===== config.mk =====
export PLATFORM = sky130hd
export DESIGN_NAME = change_dispenser_flat
export DESIGN_NICKNAME = d
export VERILOG_FILES = /design/src/rtl/change_dispenser_if.sv /design/src/rtl/change_dispenser.sv /design/src/flat_wrapper.sv
export SDC_FILE = /design/constraint.sdc
export NUM_CORES = 1
export LEC_CHECK = 0
export CORE_MARGIN = 5
export CORE_UTILIZATION = 55
export DETAILED_ROUTE_END_ITERATION = 8
export PLACE_DENSITY_LB_ADDON = 0.05
export SLEW_MARGIN = 20
export SYNTH_ARGS = -nofsm -noshare
export SYNTH_HDL_FRONTEND = slang
export SYNTH_SLANG_ARGS = --single-unit

===== constraint.sdc =====
create_clock -name clk -period 4.6 [get_ports clk]
set_clock_uncertainty 0.2 [all_clocks]
set_input_delay 0.69 -clock clk [delete_from_list [all_inputs] [get_ports clk]]
set_output_delay 0.69 -clock clk [all_outputs]
set_load 0.05 [all_outputs]

===== src/rtl/change_dispenser_if.sv =====
// Signal bundle between the vend controller / coin hoppers (master side)
// and the change dispenser (slave side).
interface change_dispenser_if;
   logic       change_valid;
   logic [3:0] change_in;
   logic       dime_empty;
   logic       nickel_empty;
   logic       eject_ack;
   logic       eject_dime;
   logic       eject_nickel;
   logic       busy;
   logic       done;
   logic       fault;
   logic [3:0] remaining;

   modport master (
      output change_valid, change_in, dime_empty, nickel_empty, eject_ack,
      input  eject_dime, eject_nickel, busy, done, fault, remaining
   );

   modport slave (
      input  change_valid, change_in, dime_empty, nickel_empty, eject_ack,
      output eject_dime, eject_nickel, busy, done, fault, remaining
   );
endinterface


===== src/rtl/change_dispenser.sv =====
// Pays out vend change (0..15 cents) as dimes then nickels through two
// request/acknowledge coin hoppers; reports busy, done, fault and remaining.
module change_dispenser #(
   parameter int unsigned ACK_TIMEOUT = 16
) (
   input  logic               clk,
   input  logic               reset,
   change_dispenser_if.slave  bus
);

   localparam logic [1:0] IDLE   = 2'd0;
   localparam logic [1:0] SELECT = 2'd1;
   localparam logic [1:0] REQ    = 2'd2;
   localparam logic [1:0] DONE   = 2'd3;

   localparam logic [3:0] DIME_CENTS   = 4'd10;
   localparam logic [3:0] NICKEL_CENTS = 4'd5;
   localparam logic [7:0] TIMER_LAST   = 8'(ACK_TIMEOUT - 1);

   logic [1:0] state;
   logic       eject_dime;
   logic       eject_nickel;
   logic       fault;
   logic [3:0] remaining;
   logic [7:0] timer;

   function automatic logic payable(input logic [3:0] cents);
      return (cents == 4'd0) || (cents == 4'd5) || (cents == 4'd10) || (cents == 4'd15);
   endfunction

   // Asynchronous reset drops any eject request at once; a coin in flight is
   // deliberately left unaccounted for.
   always_ff @(posedge clk or posedge reset) begin
      if (reset) begin
         state        <= IDLE;
         eject_dime   <= 1'b0;
         eject_nickel <= 1'b0;
         fault        <= 1'b0;
         remaining    <= 4'd0;
         timer        <= 8'd0;
      end else begin
         // NOTE: non-blocking assignments so every register in this block
         // updates from the values present before the clock edge.
         case (state)
            IDLE: begin
               if (bus.change_valid) begin
                  remaining <= bus.change_in;
                  if (!payable(bus.change_in)) begin
                     fault <= 1'b1;
                     state <= DONE;
                  end else if (bus.change_in == 4'd0) begin
                     fault <= 1'b0;
                     state <= DONE;
                  end else begin
                     fault <= 1'b0;
                     state <= SELECT;
                  end
               end
            end

            SELECT: begin
               if (remaining == 4'd0) begin
                  state <= DONE;
               end else if (remaining >= DIME_CENTS && !bus.dime_empty) begin
                  eject_dime <= 1'b1;
                  timer      <= 8'd0;
                  state      <= REQ;
               end else if (remaining >= NICKEL_CENTS && !bus.nickel_empty) begin
                  eject_nickel <= 1'b1;
                  timer        <= 8'd0;
                  state        <= REQ;
               end else begin
                  // Unpaid amount stays visible in remaining.
                  fault <= 1'b1;
                  state <= DONE;
               end
            end

            REQ: begin
               if (bus.eject_ack) begin
                  eject_dime   <= 1'b0;
                  eject_nickel <= 1'b0;
                  remaining    <= remaining - (eject_dime ? DIME_CENTS : NICKEL_CENTS);
                  state        <= SELECT;
               end else if (timer == TIMER_LAST) begin
                  eject_dime   <= 1'b0;
                  eject_nickel <= 1'b0;
                  fault        <= 1'b1;
                  state        <= DONE;
               end else begin
                  timer <= timer + 8'd1;
               end
            end

            DONE: state <= IDLE;

            default: state <= IDLE;
         endcase
      end
   end

   assign bus.eject_dime   = eject_dime;
   assign bus.eject_nickel = eject_nickel;
   assign bus.busy         = (state != IDLE);
   assign bus.done         = (state == DONE);
   assign bus.fault        = fault;
   assign bus.remaining    = remaining;

   a_one_eject : assert property (@(posedge clk) disable iff (reset)
      !(eject_dime && eject_nickel));

   a_eject_only_in_req : assert property (@(posedge clk) disable iff (reset)
      (eject_dime || eject_nickel) |-> (state == REQ));

endmodule


===== src/flat_wrapper.sv =====
// flat-port wrapper written by rule: the top's interface ports become plain ports
module change_dispenser_flat 
#(
   parameter int unsigned ACK_TIMEOUT = 16
)
  (clk, reset, bus_change_valid, bus_change_in, bus_dime_empty, bus_nickel_empty, bus_eject_ack, bus_eject_dime, bus_eject_nickel, bus_busy, bus_done, bus_fault, bus_remaining);
  change_dispenser_if bus_i ();
  input  logic clk;
  input  logic reset;
  input wire logic [$bits(bus_i.change_valid)-1:0] bus_change_valid;
  input wire logic [$bits(bus_i.change_in)-1:0] bus_change_in;
  input wire logic [$bits(bus_i.dime_empty)-1:0] bus_dime_empty;
  input wire logic [$bits(bus_i.nickel_empty)-1:0] bus_nickel_empty;
  input wire logic [$bits(bus_i.eject_ack)-1:0] bus_eject_ack;
  output wire logic [$bits(bus_i.eject_dime)-1:0] bus_eject_dime;
  output wire logic [$bits(bus_i.eject_nickel)-1:0] bus_eject_nickel;
  output wire logic [$bits(bus_i.busy)-1:0] bus_busy;
  output wire logic [$bits(bus_i.done)-1:0] bus_done;
  output wire logic [$bits(bus_i.fault)-1:0] bus_fault;
  output wire logic [$bits(bus_i.remaining)-1:0] bus_remaining;
  assign bus_i.change_valid = bus_change_valid;
  assign bus_i.change_in = bus_change_in;
  assign bus_i.dime_empty = bus_dime_empty;
  assign bus_i.nickel_empty = bus_nickel_empty;
  assign bus_i.eject_ack = bus_eject_ack;
  assign bus_eject_dime = bus_i.eject_dime;
  assign bus_eject_nickel = bus_i.eject_nickel;
  assign bus_busy = bus_i.busy;
  assign bus_done = bus_i.done;
  assign bus_fault = bus_i.fault;
  assign bus_remaining = bus_i.remaining;
  change_dispenser #(.ACK_TIMEOUT(ACK_TIMEOUT)) u_core (.clk(clk), .reset(reset), .bus(bus_i));
endmodule

== Word level (Yosys, flattened, before mapping) ==
Cells that the tools add are included.

* Register bits after elaboration: 17
* Bits of input ports: 10
* Output and inout port bits: 9
* Word-level logic and storage cells: 85

* $add $sub $neg: 2
* Order comparisons: 2
* Eq/ne operators: 19
* Multiplexer cells: 36
* Reductions and logical operators: 20

{| class="wikitable"
|+ Operator list
! kind !! count
|-
| $mux 8 || 5
|-
| $pmux 8 s2 || 1
|-
| $mux 1 || 15
|-
| $mux 2 || 7
|-
| $ne 2x2->1 const B || 7
|-
| $mux 4 || 3
|-
| $reduce_and 5->1 || 2
|-
| $add 8x1->8 const B || 1
|-
| $eq 4x4->1 const B || 2
|-
| $eq 8x4->1 const B || 1
|-
| $logic_not 4->1 || 2
|-
| $pmux 2 s4 || 1
|-
| $pmux 4 s2 || 1
|-
| $reduce_and 7->1 || 1
|-
| $ne 2x1->1 const B || 3
|-
| $reduce_bool 2->1 || 3
|-
| $eq 2x2->1 const B || 2
|-
| $eq 4x3->1 const B || 1
|-
| $ge 4x3->1 const B || 1
|-
| $ge 4x4->1 const B || 1
|-
| $pmux 1 s2 || 2
|-
| $reduce_and 4->1 || 1
|-
| $sub 4x4->4 || 1
|-
| $logic_or 1x1->1 || 3
|-
| other kinds (10) || 12
|}

== Longest topological paths before layout ==
Gate-level depths: netlist of the first run.

* Depth after elaboration: 7
* Depth in mapped cells: 8

== Worst setup path after synthesis of the first run ==
Ideal clock, no wire load.

* Path kind: register to register
* Start: reg u_core.eject_dime, in the netlist u_core.bus.eject_dime
* End: reg u_core.remaining[3], in the netlist u_core.bus.remaining[3]
* Setup time: 0.129 ns
* Data arrival time: 1.965 ns
* Required time: 4.271 ns
* Slack: 2.307 ns
* Stages on the path, launching flop included: 8
* Path buffers: 0
* Period minus slack after synthesis: 2.293 ns
* Path through: dfrtp_1 -> inv_1 -> ha_1 -> nor2b_1 -> o21ai_0 -> a2111oi_0 -> nor4_1 -> nand2_1

* Word-level cells in the longest chain between the ends: 4

{| class="wikitable"
|+ RTL lines
! element !! line !! text
|-
| start: declaration || change_dispenser.sv:21 || <nowiki>logic eject_dime;</nowiki>
|-
| start signal: assignment || change_dispenser.sv:36 || <nowiki>eject_dime <= 1'b0;</nowiki>
|-
| start signal: assignment || change_dispenser.sv:65 || <nowiki>eject_dime <= 1'b1;</nowiki>
|-
| start signal: assignment || change_dispenser.sv:81 || <nowiki>eject_dime <= 1'b0;</nowiki>
|-
| $mux 4 || change_dispenser.sv:83 || <nowiki>remaining <= remaining - (eject_dime ? DIME_CENTS : NICKEL_CENTS);</nowiki>
|-
| $sub 4x4->4 || change_dispenser.sv:83 ||
|-
| $mux 4 || change_dispenser.sv:80 || <nowiki>if (bus.eject_ack) begin</nowiki>
|-
| $pmux 4 s2 || change_dispenser.sv:44 || <nowiki>case (state)</nowiki>
|-
| end signal: assignment || change_dispenser.sv:47 || <nowiki>remaining <= bus.change_in;</nowiki>
|-
| end signal: assignment || change_dispenser.sv:83 ||
|-
| end: declaration || change_dispenser.sv:24 || <nowiki>logic [3:0] remaining;</nowiki>
|}

Every way passes these cells. The select of a mux whose other input is x is not followed.
A chain may end at the register's enable or synchronous reset.

== Worst setup path in the final report of the first run ==
* Start: reg u_core.state[0]
* End: out bus_busy

* Word-level cells in the longest chain between the ends: 1

{| class="wikitable"
|+ RTL lines
! element !! line !! text
|-
| start: declaration || change_dispenser.sv:20 || <nowiki>logic [1:0] state;</nowiki>
|-
| start signal: assignment || change_dispenser.sv:35 || <nowiki>state <= IDLE;</nowiki>
|-
| start signal: assignment || change_dispenser.sv:50 || <nowiki>state <= DONE;</nowiki>
|-
| start signal: assignment || change_dispenser.sv:53 || <nowiki>state <= DONE;</nowiki>
|-
| $reduce_bool 2->1 || change_dispenser.sv:104 || <nowiki>assign bus.busy = (state != IDLE);</nowiki>
|-
| end: declaration || flat_wrapper.sv:17 || <nowiki>output wire logic [$bits(bus_i.busy)-1:0] bus_busy;</nowiki>
|}

Every way passes these cells.

==> results by group, run 1 <==
Outcome
  – Status: finished clean

Floorplan
  – Core Region: ~2200 um^2
  – Die Y: 58.0 um
  – Num ports: 19
  – Initial core utilization: 57.4%
  – Die Footprint: 3370 um^2
  – Num rows: 17
  – Die W: around 58 um

Clock network
  – CTS max path bufs: 2
  – Post-CTS Resized: 0
  – Hold_buf cts: 0
  – CTS tree: built
  – Clk slew on worst S/H paths: 110 ps
  – Post-CTS Setup Repair Bufs: 0
  – Number of buffers created by CTS: 3
  – Latest clock arrival within the worst-skew pair: just under 300 ps
  – CTS root buf: clkbuf_4
  – H-tree depth: 1
  – Clk sink count: 17

Place
  – RD Place Congestion: 0.868
  – PortBufs: 18
  – Post-DP HPWL: around 2300 um

Detailed routing
  – Wire per inst: ~15 um
  – Initial drt markers: 23
  – Via count: 1217
  – DRC errors left: 0
  – First-pass iteration count of the detailed router: 4
  – Post-DRT Antenna Nets: 0
  – Final WL: 3060 um
  – Vias per std cell: 6.09

Min path
  – Hold Path End: u_core.bus.fault$_DFFE_PP0P_
  – Worst min-delay path class: reg2reg
  – Hold_sp: u_core.bus.fault$_DFFE_PP0P_
  – Hold depth: 1

Timing
  – Slew Viols, Final: 0
  – TNS Setup: 0 ps
  – WHS: between 300 and 400 ps
  – Setup violations, final: 0
  – Final Cycle Share: 62.6%
  – RSZ-0062 raised after global routing: false
  – Fmax: 347 MHz
  – Hold Vio Cnt, Final: 0
  – Max_slew headroom: 38.8%
  – Slew of the pin with the lowest slew margin: around 920 ps
  – Minimum clock period after layout: 2880 ps

Yosys
  – Area share of the largest cell type after synthesis: 33.5%
  – Syn_nets: between 150 and 200
  – Ys async rst share: between 90% and 100%
  – Syn Std Cell Area: around 1300 um^2
  – Most common flop cell mapped by yosys: dfrtp_1
  – Avg Cell Area, Syn: 8.29 um^2
  – Syn Inst Count: 153
  – Distinct cells, synth: 39
  – Yosys warns: 0
  – Post-synthesis sequential area ratio: 33.5%
  – Number of flops mapped to enable cells by yosys: 0
  – Largest area contributor in the netlist: dfrtp_1
  – FF+latch count, synth: 17
  – Top post-synthesis cells by area: dfrtp_1 (34%), ha_1 (7.9%), o21ai_0 (5.1%)

Pwr
  – Leakage: about 0.00067 uW
  – Internal Power: 495 uW
  – Sw frac: between 50 and 60%
  – Power Density: 726 nW/um^2
  – Logic pwr share: 68.4%
  – Worst VDD drop: 578 uV
  – P_sw: 594 uW
  – Clk network pwr share: under 10%
  – Seq pwr share: 23.7%

Worst setup path
  – FF-to-FF End: u_core.bus.remaining[3]$_DFFE_PP0P_
  – Worst EP required: 3710 ps
  – Reg2Reg Depth: 7
  – WS Path Type: reg2out
  – CP arrival: 1990 ps
  – Worst-path maximum fanout: 7
  – R2r setup slk: 1780 ps
  – Crit end category: primary output
  – CP startpoint kind: flop
  – Launch point of the worst reg-to-reg path: u_core.state[0]$_DFFE_PP0P_

Cells and area
  – N_diodes: 0
  – Fillers: 186
  – Reg area: 425 um^2
  – Share of layout cells above drive strength 1: under 10%
  – Final #Nets: 192
  – Footprint of the multi-input gates: 776 um^2
  – Layout area overhead: 18.2%

Flow run
  – Maxcap violations: 0

GRT
  – Largest net degree at the start of global routing: 27
  – Total global routing overflow: 0
  – Total track usage: a little under 20%
  – Global-route wire length before repair: roughly 5300 um
  – Antenna violations before repair: 0
  – Vias in the first global route: roughly 1200
==> stage by stage <==
stage | cell area, um^2 | total power [uW] | utilization (%) | std cells | worst slack (ps)
2_1_floorplan | 1270 | 791 | - | 153 | 2310
3_3_place_gp | 1470 | 967 | 66.6 | 196 | 1960
3_5_place_dp | 1470 | 990 | 66.6 | 196 | 1840
4_1_cts | 1500 | 1080 | 67.8 | 200 | 1710
5_1_grt | 1500 | 1180 | 67.8 | 200 | 1550
6_report | 1500 | 1090 | 67.8 | 200 | 1720
==> layout by cell type (no fill, tap or decap), drive strengths merged, types with 2 or more instances in the layout <==
cell,count
a21o,3
a21oi,6
a32o,2
and3,2
clkbuf,3
clkdlybuf4s50,18
dfrtp,17
ha,8
inv,15
mux2i,2
nand2,15
nand3,9
nand4,4
nor2,12
nor2b,6
nor3,2
o211a,2
o211ai,5
o21ai,14
o31ai,4
or3,5
xor2,2
==> kinds of logic (layout without fill, tap and decap cells) <==
family	count (synthesis)	count (layout)	share of synthesized area, %
buffers and inverters	18	37	5.33
DFF	17	17	33.5
adders and majority gates	9	9	9.47
AOI/OAI and AO/OA	41	41	21.8
and+or+nand+nor	62	62	25.3
xor gates and xnor gates	3	3	2.07
muxes	3	3	2.47
==> registers in the layout (all words and copies together) (netlist names) <==
name                     cells
u_core.bus.fault             1
u_core.bus.eject_nickel      1
u_core.state                 2
u_core.bus.remaining         4
u_core.bus.eject_dime        1
u_core.timer                 8
==> worst max-delay path by stage <==
| stage | startpoint | to | slack (ps) |
|---|---|---|---|
| 2_1_floorplan | u_core.bus.eject_dime$_DFFE_PP0P_ | u_core.bus.remaining[3]$_DFFE_PP0P_ | 2310 |
| 3_3_place_gp | bus_eject_ack | u_core.bus.remaining[3]$_DFFE_PP0P_ | 1960 |
| 3_5_place_dp | bus_eject_ack | u_core.bus.remaining[3]$_DFFE_PP0P_ | 1840 |
| 4_1_cts | u_core.state[0]$_DFFE_PP0P_ | bus_busy | 1710 |
| 5_1_grt | u_core.state[0]$_DFFE_PP0P_ | u_core.bus.remaining[3]$_DFFE_PP0P_ | 1550 |
| 6_report | u_core.state[0]$_DFFE_PP0P_ | bus_busy | 1720 |
==> cell type report <==
class                   count  share of cell area (%)
multi-input cells         118                    51.7
flip-flops and latches     17                    28.4
repair buffers             18                    12.0
inverters                  15                    3.75
well taps                  28                    2.34
clock buffers               3                    1.50
clock inverters             1                   0.334
==> worst max-delay path: stages (launching register included) <==
cell and delay (ps):
dfrtp_1 450, inv_1 90, ha_1 290, inv_1 80, clkdlybuf4s50_1 790
==> metal layers <==
metal	vias up	global-route usage (%)	wire, um
met1	587	27.2	1470
met3	2	3.12	163
met2	36	33.4	1410
li1	592	-	-
met4	0	3.64	14
met5	-	0	0
==> power by group through the flow <==
| stage | registers, uW | clock network, uW | logic (uW) |
|---|---|---|---|
| after CTS | 256 | 85.2 | 738 |
| after global routing | 267 | 92.6 | 820 |
| after floorplan | 342 | 0 | 448 |
| after detailed placement | 260 | 0 | 730 |
| after global placement | 257 | 0 | 710 |
| final | 259 | 86.0 | 745 |
==> cells in the mapped netlist (4+ instances only) <==
cell type and count:
inv_1 15, or3_1 4, o211ai_1 5, a21oi_1 6, nand4_1 4, nor2b_1 6
o21ai_0 13, nor2_1 12, ha_1 8, nand2_1 15, nand3_1 9, dfrtp_1 17
Note: power is estimated with default switching activity, not from simulation.
==> run 2, diff against run 1 <==
Settings changed: CORE_UTILIZATION 55 to 53.
Clock period 4.6 ns to 2.9 ns, I/O delays scaled along.
==> run 2 against run 1 <==
Largest cell class unchanged. Sequential share of layout area shrank 0.14 points. Cell count grew 0.50%. Worst setup slack lost 1500 ps. Via count is essentially flat. Clock-buffer cell count is the same. Design area grew 0.50%. First-iteration DRC count grew 140%. Worst hold slack gained 5.6 ps. Clock power grew 56%. Critical path depth is the same.
==> results by group, run 2 (synthesis gave the netlist of run 1 again) <==
Outcome
  – Status: finished clean

Cells and area
  – Most flop-heavy register: u_core.timer
  – Max FFs per register: 8
  – Non-filler cells, final: 201
  – Most frequent cells in the layout: clkdlybuf4s50_1 (18), dfrtp_1 (17), inv_1 (15), nand2_1 (15), o21ai_0 (13)
  – Largest regs: u_core.timer x8, u_core.bus.remaining x4, u_core.state x2
  – Layout area overhead: 18.8%
  – Final #Nets: 193
  – Commonest non-fill, non-tap cell in the layout: clkdlybuf4s50_1
  – Util after Layout: 66.9%
  – N_diodes: 0
  – Share of layout cells above drive strength 1: 4.62%

Pwr
  – Worst VDD drop: 895 uV
  – Leakage: 0.000674 uW
  – Internal Power: around 800 uW
  – Logic pwr share: 68.4%
  – P_sw: 936 uW
  – Seq pwr share: 23.8%
  – Sw frac: 54.2%
  – Clk network pwr share: 7.8%
  – Power Density: between 1000 and 1500 nW/um^2

Clock network
  – Clk sink count: 17
  – Clk slew on worst S/H paths: between 100 and 150 ps
  – Latest clock arrival within the worst-skew pair: 300 ps
  – CTS max path bufs: 2
  – Hold_buf cts: 0
  – CTS root buf: clkbuf_4
  – Number of buffers created by CTS: 3
  – Post-CTS Resized: 0
  – CTS tree: built
  – H-tree depth: 1
  – Post-CTS Setup Repair Bufs: 0

Detailed routing
  – Final WL: 3070 um
  – Vias per std cell: 6.05
  – Post-DRT Antenna Nets: 0
  – Wire per inst: 15.3 um
  – First-pass iteration count of the detailed router: 4
  – DRC errors left: 0
  – Via count: 1216
  – Initial drt markers: 55

Floorplan
  – Initial core utilization: 56.3%
  – Num rows: 17
  – Die W: 58.9 um
  – Die Footprint: 3470 um^2
  – Num ports: 19
  – Die Y: 58.9 um
  – Core Region: 2250 um^2

Flow run
  – Maxcap violations: 0

Worst setup path
  – WS Path Type: reg2out
  – Most common cell type on the critical path: inv_1
  – Worst EP required: 2270 ps
  – CP startpoint kind: flop
  – Worst-path maximum fanout: 7
  – Crit path largest cell delay: 790 ps
  – Crit end category: primary output
  – Cells along the critical path: inv_1, ha_1, inv_1, clkdlybuf4s50_1
  – CP max stage cell: clkdlybuf4s50_1
  – CP arrival: 2010 ps

Timing
  – WHS: ~310 ps
  – Max_slew headroom: 55.3%
  – Slew Viols, Final: 0
  – TNS Setup: 0 ps
  – Minimum clock period after layout: 2640 ps
  – Setup violations, final: 0
  – Fmax: 379 MHz
  – Hold Vio Cnt, Final: 0
  – Slew of the pin with the lowest slew margin: 670 ps
  – RSZ-0062 raised after global routing: false
  – Final Cycle Share: 91.1%

Place
  – PortBufs: 18
  – Dpl cells: between 150 and 200
  – RD Place Congestion: around 0.83
  – Post-DP HPWL: between 2000 and 2500 um

GRT
  – Global-route wire length before repair: 5330 um
  – Antenna violations before repair: 0
  – Vias in the first global route: 1174
  – Total global routing overflow: 0
  – Total track usage: 19.8%
  – Largest net degree at the start of global routing: 18

Min path
  – Worst min-delay path class: reg2reg
run 2: cell types whose count changed in the layout (fill, tap and decap cells not counted):
cell,before,now
buf_4,0,1
run 2: per-stage QoR:
step	power [uW]	setup slack [ps]	instance area [um^2]
2_1_floorplan	1250	607	1270
4_1_cts	1730	247	1510
3_5_place_dp	1580	436	1480
3_3_place_gp	1550	536	1480
5_1_grt	1880	156	1510
6_report	1730	259	1510
run 2: layer usage:
layer  track usage [%]  routed length [um]  vias up
met1              28.2                1350      568
met5                 0                   0        -
met2              29.8                1440       47
met3              3.95                 233        6
li1                  -                   -      595
met4              6.80                  47        0
run 2: final timing paths:
check	start	end	slack (ps)	depth (start not counted)
max reg2reg	u_core.state[0]$_DFFE_PP0P_	u_core.bus.remaining[3]$_DFFE_PP0P_	470	7
min reg2reg	u_core.bus.fault$_DFFE_PP0P_	u_core.bus.fault$_DFFE_PP0P_	310	1
max in group asynchronous	reset	u_core.bus.remaining[2]$_DFFE_PP0P_	1740	2
max	u_core.state[0]$_DFFE_PP0P_	bus_busy	260	4
min	u_core.bus.fault$_DFFE_PP0P_	u_core.bus.fault$_DFFE_PP0P_	310	1
min in group asynchronous	reset	u_core.timer[6]$_DFFE_PP0P_	330	2
run 2: power by group through the flow:
| stage | Sequential, uW | Combinational [uW] | Clock, uW |
|---|---|---|---|
| final | 411 | 1180 | 134 |
| after global routing | 425 | 1300 | 152 |
| after CTS | 410 | 1180 | 137 |
| after detailed placement | 414 | 1170 | 0 |
| after global placement | 410 | 1140 | 0 |
| after floorplan | 543 | 711 | 0 |
run 2: area by class of cell:
type                            count  area (um^2)
Timing Repair Buffer               19          188
Tap cell                           28         35.0
Fill cell                         203          747
Multi-Input combinational cell    118          776
Clock inverter                      1         5.00
Clock buffer                        3         22.5
Sequential cell                    17          425
Inverter                           15         56.3
run 2: worst max-delay path, delay by kind of cell (launching register included):
family                     cells  cell delay, ps
DFF                            1             450
adders and majority gates      1             290
buffers and inverters          3             960
==> run 3, diff against run 2 <==
Settings changed: CORE_UTILIZATION 53 to 35.
==> run 3 against run 2 <==
Sequential share of layout area shrank 0.39 points. Core utilization down 22 points. Total power down 0.42%. Clock power is 5% lower. Maximum frequency is 0.86% higher. Global-route usage shrank 6.2 points. Non-clock buffer count stayed put. Sequential power is essentially flat. Worst setup slack better by 22 ps.
==> results by group, run 3 (synthesis gave the netlist of run 1 again) <==
GRT
  – Global-route wire length before repair: 5550 um
  – M2 GR Usage: 22.7%
  – Antenna violations before repair: 0
  – Total global routing overflow: 0
  – Vias in the first global route: 1166
  – Largest net degree at the start of global routing: 18
  – Busiest layer in global routing: met2
  – Total track usage: 13.6%
  – Routing usage on met1: 18.5%
  – M3 GR Usage: approximately 2.6%

Timing
  – Hold Vio Cnt, Final: 0
  – Slew of the pin with the lowest slew margin: 690 ps
  – Setup WS post-layout: 282 ps
  – WHS: between 300 and 400 ps
  – Minimum clock period after layout: 2620 ps
  – Fmax: 382 MHz
  – Setup violations, final: 0
  – Final Cycle Share: 90.3%
  – TNS Setup: 0 ps
  – Slew Viols, Final: 0
  – Max_slew headroom: 54.0%
  – RSZ-0062 raised after global routing: false

Pwr
  – Worst VDD drop: 449 uV
  – Power Density: 1120 nW/um^2
  – Leakage: 0.000672 uW

Floorplan
  – Num ports: 19
  – Die Y: 70.2 um
  – Core Region: 3420 um^2
  – Die Footprint: 4930 um^2
  – Num rows: 21
  – Initial core utilization: 37.1%
  – Die W: approximately 70 um

Worst setup path
  – Crit end category: primary output
  – CP max stage cell: clkdlybuf4s50_1
  – CP arrival: ~2000 ps
  – Cells along the critical path: inv_1, ha_1, inv_1, clkdlybuf4s50_1
  – FF-to-FF End: u_core.bus.remaining[3]$_DFFE_PP0P_
  – Worst EP required: 2270 ps
  – WS Path Type: reg2out
  – Crit path largest cell delay: 790 ps
  – CP startpoint kind: flop
  – Reg2Reg Depth: 7
  – R2r setup slk: 400 ps
  – Launch point of the worst reg-to-reg path: u_core.state[0]$_DFFE_PP0P_
  – Most common cell type on the critical path: inv_1
  – Worst-path maximum fanout: 7

Cells and area
  – Share of layout cells above drive strength 1: 4.05%
  – N_diodes: 0
  – Final #Nets: 193
  – Non-filler cells, final: 219
  – Most flop-heavy register: u_core.timer
  – Layout area overhead: 20.5%
  – Max FFs per register: 8
  – Commonest non-fill, non-tap cell in the layout: clkdlybuf4s50_1
  – Most frequent cells in the layout: clkdlybuf4s50_1 (18), dfrtp_1 (17), inv_1 (15), nand2_1 (15), o21ai_0 (13)
  – Largest regs: u_core.timer x8, u_core.bus.remaining x4, u_core.state x2
  – Util after Layout: 44.8%

Detailed routing
  – Initial drt markers: 68
  – Via count: 1199
  – Post-DRT Antenna Nets: 0
  – Vias per std cell: 5.47
  – DRC errors left: 0
  – Wire per inst: 14.5 um
  – Final WL: 3180 um
  – First-pass iteration count of the detailed router: 4

Place
  – Dpl cells: 215
  – PortBufs: 18
  – DP Worst Slack: 463 ps
  – RD Place Congestion: between 0.8 and 0.9
  – Post-DP HPWL: 2470 um

Clock network
  – Post-CTS Setup Repair Bufs: 0
  – Number of buffers created by CTS: 3
  – CTS max path bufs: 2
  – CTS root buf: clkbuf_4
  – Clk sink count: 17
  – Post-CTS Resized: 0
  – Hold_buf cts: 0
  – H-tree depth: 1
  – Latest clock arrival within the worst-skew pair: approximately 280 ps
  – CTS tree: built
  – Clk slew on worst S/H paths: 100 ps

Min path
  – Worst min-delay path class: reg2reg
  – Hold depth: 1
  – Hold_sp: u_core.bus.fault$_DFFE_PP0P_
  – Hold Path End: u_core.bus.fault$_DFFE_PP0P_

Outcome
  – Status: finished clean

Flow run
  – Maxcap violations: 0
==> run 3: metrics by stage <==
stage	power (uW)	instance area [um^2]
2_1_floorplan	1250	1270
3_3_place_gp	1570	1500
3_5_place_dp	1600	1500
4_1_cts	1740	1530
5_1_grt	1890	1530
6_report	1720	1530
==> run 3: worst max-delay path, delay by kind of cell (launching register included) <==
kind	cells	cell delay, ps
buffers and inverters	3	960
flip-flops	1	450
adder cells (fa/ha/maj)	1	290
==> run 3: where the power goes <==
part / switching, uW / internal (uW) / total (uW)
registers: 101 / 313 / 414
logic: 752 / 425 / 1180
clock network: 74.0 / 53.4 / 127
total: 928 / 791 / 1720
==> run 3: layer usage <==
| metal | vias up | routed length, um | part of all wire (%) |
|---|---|---|---|
| li1 | 594 | - | - |
| met4 | 0 | 12 | 0.38 |
| met5 | - | 0 | 0 |
| met2 | 41 | 1480 | 47 |
| met1 | 562 | 1510 | 48 |
| met3 | 2 | 171 | 5.4 |
==> run 3: area by class of cell <==
class | count | area, um^2
fill | 357 | 1890
inverter | 15 | 56.3
tap | 46 | 57.6
clock buffer | 4 | 26.3
sequential | 17 | 425
multi-input combinational | 118 | 776
timing repair buffer | 19 | 188
==> run 3: how the worst max path moves through the flow <==
stage | start | to | slack (ps) | depth (start not counted)
after floorplan | u_core.bus.eject_dime$_DFFE_PP0P_ | u_core.bus.remaining[3]$_DFFE_PP0P_ | 610 | 7
after global placement | bus_eject_ack | u_core.bus.remaining[3]$_DFFE_PP0P_ | 530 | 6
after detailed placement | bus_eject_ack | u_core.bus.remaining[3]$_DFFE_PP0P_ | 460 | 6
after CTS | u_core.state[0]$_DFFE_PP0P_ | bus_busy | 250 | 4
after global routing | u_core.state[0]$_DFFE_PP0P_ | bus_busy | 170 | 4
final | u_core.state[0]$_DFFE_PP0P_ | bus_busy | 280 | 4
